### config.mk
export PLATFORM = sky130hd
export DESIGN_NAME = operand_sweep
export DESIGN_NICKNAME = d
export VERILOG_FILES = /design/src/rtl/operand_sweep.sv
export SDC_FILE = /design/constraint.sdc
export NUM_CORES = 1
export LEC_CHECK = 0
export ABC_CLOCK_PERIOD_IN_PS = 2300
export CORE_ASPECT_RATIO = 1.25
export CORE_MARGIN = 2
export CORE_UTILIZATION = 45
export DETAILED_ROUTE_END_ITERATION = 12
export HOLD_SLACK_MARGIN = 0.05
export PLACE_DENSITY = 0.88
export SLEW_MARGIN = 20
export SYNTH_ARGS = -nofsm -noshare
export SYNTH_HDL_FRONTEND = slang
export SYNTH_SLANG_ARGS = --single-unit
### constraint.sdc
create_clock -name clk -period 2.3 [get_ports clk]
set_input_delay 0.46 -clock clk [delete_from_list [all_inputs] [get_ports clk]]
set_output_delay 0.46 -clock clk [all_outputs]
set_load 0.02 [all_outputs]
### src/rtl/operand_sweep.sv
// Steps (a,b) through all 16 pairs, holding each pair SETTLE cycles and then capturing the results.
// Latency: SETTLE+1 cycles per pair. Backpressure: the sweep stalls in CAPT while a record sits unaccepted.
module operand_sweep #(
   parameter int SETTLE = 2
) (
   input  logic        clk,
   input  logic        rst,
   input  logic        start,
   input  logic        abort,
   output logic [1:0]  a,
   output logic [1:0]  b,
   input  logic [2:0]  sum_in,
   input  logic [2:0]  mult_in,
   input  logic [2:0]  abb_in,
   output logic        res_valid,
   input  logic        res_ready,
   output logic [12:0] res_data,
   output logic        res_last,
   output logic        busy,
   output logic        done
);

   typedef enum logic [1:0] {IDLE, DRIVE, CAPT, DONE} state_t;

   localparam logic [3:0] LAST_CNT = 4'(SETTLE - 1);

   state_t     state, state_nxt;
   logic [3:0] idx;
   logic [3:0] cnt;
   logic       slot_free;
   logic       kill;
   logic       load;

   assign slot_free = !res_valid || res_ready;
   assign kill      = abort && (state != IDLE);
   assign load      = (state == CAPT) && slot_free && !abort;

   always_ff @(posedge clk) begin
      if (rst) state <= IDLE;
      else     state <= state_nxt;
   end

   always_comb begin
      state_nxt = state;
      if (kill) begin
         state_nxt = IDLE;
      end else begin
         case (state)
            IDLE:    if (start && !abort) state_nxt = DRIVE;
            DRIVE:   if (cnt == LAST_CNT) state_nxt = CAPT;
            CAPT:    if (slot_free) state_nxt = (idx == 4'd15) ? DONE : DRIVE;
            DONE:    state_nxt = IDLE;
            default: state_nxt = IDLE;
         endcase
      end
   end

   always_comb begin
      a    = idx[3:2];
      b    = idx[1:0];
      busy = (state != IDLE);
      done = (state == DONE);
   end

   // Pair index, settle counter and the one-deep result slot.
   always_ff @(posedge clk) begin
      if (rst) begin
         idx       <= '0;
         cnt       <= '0;
         res_valid <= 1'b0;
         res_data  <= '0;
         res_last  <= 1'b0;
      end else if (kill) begin
         idx       <= '0;
         cnt       <= '0;
         res_valid <= 1'b0;
         res_last  <= 1'b0;
      end else begin
         case (state)
            IDLE: begin
               idx <= '0;
               cnt <= '0;
            end
            DRIVE: cnt <= cnt + 4'd1;
            CAPT: begin
               if (slot_free) begin
                  cnt <= '0;
                  if (idx != 4'd15) idx <= idx + 4'd1;
               end
            end
            DONE:    idx <= '0;
            default: idx <= '0;
         endcase

         // An accept in the same cycle as a load leaves the slot full with the new record.
         if (load) begin
            res_valid <= 1'b1;
            res_data  <= {a, b, sum_in, mult_in, abb_in};
            res_last  <= (idx == 4'd15);
         end else if (res_valid && res_ready) begin
            res_valid <= 1'b0;
            res_last  <= 1'b0;
         end
      end
   end

endmodule

## Word-level counts from Yosys, hierarchy flattened

Index checks and enable logic that the tools add are counted.

| cells by class | value |
|---|---|
| add/subtract/negate cells | 2 |
| bitwise logic cells | 1 |
| reduce and logical (&&, ||, !) cells | 19 |
| muxes and demuxes | 13 |
| equal/unequal tests | 10 |

Operators with widths:

| operator | number |
|---|---|
| $mux W4 | 3 |
| $pmux W4 S3 | 1 |
| $add A4 B1 Y4 const B | 2 |
| $mux W2 | 4 |
| $pmux W2 S4 | 1 |
| $pmux W4 S2 | 1 |
| $ne A2 B2 Y1 const B | 3 |
| $reduce_and A3 Y1 | 2 |
| $reduce_bool A2 Y1 | 3 |
| $logic_and A1 B1 Y1 | 5 |
| $eq A2 B2 Y1 const B | 2 |
| $eq A4 B1 Y1 const B | 1 |
| $eq A4 B4 Y1 const B | 1 |
| $ne A4 B4 Y1 const B | 1 |
| $reduce_and A2 Y1 | 2 |
| $reduce_or A2 Y1 | 2 |
| $mux W1 | 3 |
| $reduce_bool A3 Y1 | 1 |
| $eq A2 B1 Y1 const B | 1 |
| $logic_not A1 Y1 | 2 |
| $logic_not A2 Y1 | 1 |
| $ne A2 B1 Y1 const B | 1 |
| $logic_or A1 B1 Y1 | 1 |
| $not A1 Y1 | 1 |

| word-level totals | value |
|---|---|
| register bits | 25 |
| output and inout bits | 21 |
| bits of input ports | 14 |
| logic and storage cells | 51 |

## Depth between registers and ports, before layout

| logic depth | value |
|---|---|
| depth after elaboration | 5 |
| mapped depth | 8 |
| depth with buffers taken out | 6 |

## Worst setup path before layout

OpenSTA, ideal clock, no wires.

| path | value |
|---|---|
| path type | reg-to-reg |
| from | reg state[0] |
| to | reg state[1] |
| required time | 2.209 ns |
| library setup time | 0.091 ns |
| clock period less this slack | 1.734 ns |
| path buffers | 1 |
| arrival time | 1.643 ns |
| stages on the path, launching flop included | 7 |
| path slack | 0.566 ns |
| cells stage by stage | dfxtp_1 > inv_1 > ha_1 > clkbuf_1 > a222oi_1 > a21oi_1 > a311oi_1 |

| on the way | value |
|---|---|
| cells in the longest elaborated chain, start to end | 3 |
| elaborated cells between the ends (all ways) | 12 |
| classes of those cells | eq/ne: 6; mux: 1; reduce/logical: 5 |

RTL lines:

| item | RTL line | source |
|---|---|---|
| start: declaration | 27 | `state_t state, state_nxt;` |
| start signal: assignment | 40 | `else state <= state_nxt;` |
| $eq A2 B1 Y1, or another cell as far along | 48 | `case (state)` |
| $ne A2 B2 Y1 (no source line) or $logic_and A1 B1 Y1 (tied branches) | - |  |
| $reduce_and A3 Y1 (no source line) or $reduce_or A2 Y1 (tied branches) | - |  |

Several ways; a longest one is shown, not always the timed one.
A chain may end at the register's enable or synchronous reset.

## Final worst setup path

| path | value |
|---|---|
| from | reg state[0] |
| to | out busy |

| on the way | value |
|---|---|
| cells in the longest elaborated chain, start to end | 1 |

RTL lines:

| item | RTL line | source |
|---|---|---|
| $reduce_bool A2 Y1 | 61 | `busy = (state != IDLE);` |
| end: declaration | 19 | `output logic busy,` |

No other way between the ends.

==> impl_metrics.tcl <==
set metrics [dict create \
    status "completed" \
    diodes 0 \
    rows 20 \
    r2r_cells 6 \
    routed-via-count 1156 \
    wl_per_cell_um 13.2 \
    grt-ovfl-total 0 \
    ir_drop_mv 0.388 \
    crit_required_ns 1.84 \
    dpl.hpwl_mm 2.20 \
    final-hold-violation-count 0 \
    startpoint_type "flop" \
    drive_gt1_frac 0.0335 \
    r2r-start "state[0]$_SDFFE_PP0P_" \
    track_usage 0.199 \
    rsz0062_at_grt "false" \
    drv_slew 0 \
    worst_setup_path_end_kind "output pin" \
    synthFlopType "dfxtp_1" \
    nFillCells 224 \
    worstMarginPinSlew_ns 0.557 \
    worst_r2r_endpoint "res_last$_SDFFE_PP0P_" \
    worst_clock_skew_ns 0.00323 \
    timing.hold.worst.class "reg -> reg" \
    fin_tns_setup_ns 0 \
    die-area_mm2 0.00299 \
    seqCellArea_um2 500 \
    cts_repair_resize_count 0 \
    final_nets 202 \
    grt_pass1_wl_mm 4.63 \
    drtIter0Drc 34 \
    layout_min_cycle_time_ns 2.21 \
    clockBufferDepth 2 \
    pin_count 35 \
    slew_headroom 0.629 \
    portBuffers 34 \
    synth-seq-area-share 0.433 \
    wirelength_mm 2.81 \
    die_h_um 60.7 \
    clock_latency_ns 0.32 \
    cts_setup_buffers 0 \
    setup_ws_ns 0.0919 \
    ant_nets 0 \
    endpoint "busy" \
    ys_ff_latch 25 \
    viasPerCell 5.45 \
    cts_tree "built" \
    yosysUniqueCellTypes 27 \
    crit_fanout 5 \
    area_delta_synth_final_pct 34.5 \
    cts-root-buf "clkbuf_4" \
    grt_util_met2 0.421 \
    initial_core_util 0.476 \
    fin_crit_sh 0.960 \
    cp.arrival_ns 1.75 \
    drcViolationCount 0 \
    path_class "reg -> out" \
    place_congestion 0.724 \
    busiest_layer "met2" \
    total_leakage_power_nw 0.557 \
    cts_hold_buf 0 \
    first_pass_iters 5 \
    startpoint "state[0]$_SDFFE_PP0P_" \
    clk_pin_slew_ns 0.13 \
    netlist_area_mm2 0.00116 \
    htree_num_levels 1 \
    numCtsBuffers 3 \
    drv_cap 0 \
    yosysWarnings 0 \
    grt_start_max_net_pins 15 \
    r2r_setup_slack_ns 0.33 \
    netlist_instances 145 \
    fmax_mhz 453 \
    synth_edf_count 0 \
    synth.avg_cell_area_um2 7.97 \
    whs_path_depth 2 \
    die_width_um 49.3 \
    powerDensity_mw_per_mm2 693 \
    core_area_mm2 0.00243 \
    pre_cts_ws_ns 0.157 \
    async_flop_share 0 \
    grt_util_met1 0.181 \
    multiInputGateArea_um2 601 \
    syn-num-nets 167 \
    cts_num_sinks 25 \
    setup_viol 0 \
    antenna_found_initial 0 \
    grt_use_met3 0.0394 \
    grt_pass1_vias 1109 \
]
worst min-delay path by stage:
stage / endpoint / slack (ns) / start
after floorplan: cnt[3]$_SDFFE_PP0P_ / 0.45 / cnt[3]$_SDFFE_PP0P_
after global placement: res_data[1]$_SDFFE_PP0P_ / 0.44 / res_data[1]$_SDFFE_PP0P_
after detailed placement: res_data[4]$_SDFFE_PP0P_ / 0.45 / res_data[4]$_SDFFE_PP0P_
after CTS: res_data[4]$_SDFFE_PP0P_ / 0.47 / res_data[4]$_SDFFE_PP0P_
after global routing: res_data[10]$_SDFFE_PP0P_ / 0.49 / res_data[10]$_SDFFE_PP0P_
final: res_data[4]$_SDFFE_PP0P_ / 0.46 / res_data[4]$_SDFFE_PP0P_
power breakdown:
part	total (W)	internal, W	switching [W]
clock network	0.000196	0.0000652	0.000131
registers	0.000494	0.000462	0.0000318
logic	0.000387	0.000158	0.000228
synth_stat cells (all sizes together), types with 2 or more instances:
cell / n / area, um^2
a21o: 3 / 22.5
nor3: 3 / 15.0
buf: 2 / 10.0
nand2b: 2 / 12.5
a311oi: 2 / 17.5
clkbuf: 4 / 15.0
or3: 2 / 12.5
o21ai: 6 / 30.0
nor2: 4 / 15.0
ha: 8 / 100
dfxtp: 25 / 500
or4: 2 / 15.0
nand2: 33 / 124
a21oi: 22 / 110
and2: 2 / 12.5
inv: 8 / 30.0
nand3: 7 / 35.0
cell families (layout without fill, tap and decap cells):
group,count (synthesis),count (layout),share of synthesized area
DFF,25,25,0.433
buffers and inverters,14,48,0.0476
AOI/OAI and AO/OA,39,39,0.200
and+or+nand+nor,59,59,0.233
adders and majority gates,8,8,0.0866
layer usage:
metal	wire [um]	part of all wire
met1	1010	0.36
met2	1590	0.57
met3	139	0.050
met4	68	0.024
met5	0	0
per-stage QoR:
step	area, um^2	total power (W)	cells	hold WS [ns]	util
3_5_place_dp	1530	0.000887	208	0.448	0.629
5_1_grt	1560	0.00114	212	0.487	0.641
6_report	1560	0.00108	212	0.462	0.641
3_3_place_gp	1530	0.000861	208	0.441	0.629
4_1_cts	1560	0.00109	212	0.467	0.641
2_1_floorplan	1160	0.000749	145	0.453	-
registers in the layout, indices dropped and copies added, names as in the netlist:
signal and cells:
cnt 4, res_data 13, res_last 1, res_valid 1
state 2, idx 4
cell usage in the layout (no fill, tap or decap), types with 2 or more instances in the layout:
master	instances
clkdlybuf4s50_1	34
o21ai_0	6
or4_1	2
dfxtp_1	25
ha_1	8
or3_1	2
nor3_1	3
nand2_1	33
nor2_1	4
buf_4	2
and2_1	2
clkbuf_4	3
nand2b_1	2
a311oi_1	2
a21o_1	3
inv_1	8
a21oi_1	22
nand3_1	7
final cells by class:
class                      instances  area share
clock buffer                       3      0.0145
tap                               33      0.0265
clock inverter                     1     0.00322
multi-input combinational        106       0.386
timing repair buffer              36       0.228
sequential                        25       0.322
inverter                           8      0.0193
worst max-delay path: stages, from the launching register on:
cell and delay, ns:
dfxtp_1 0.44, inv_1 0.11, ha_1 0.20, inv_1 0.07, clkdlybuf4s50_1 0.60
Power figures use the tool's default switching activity.
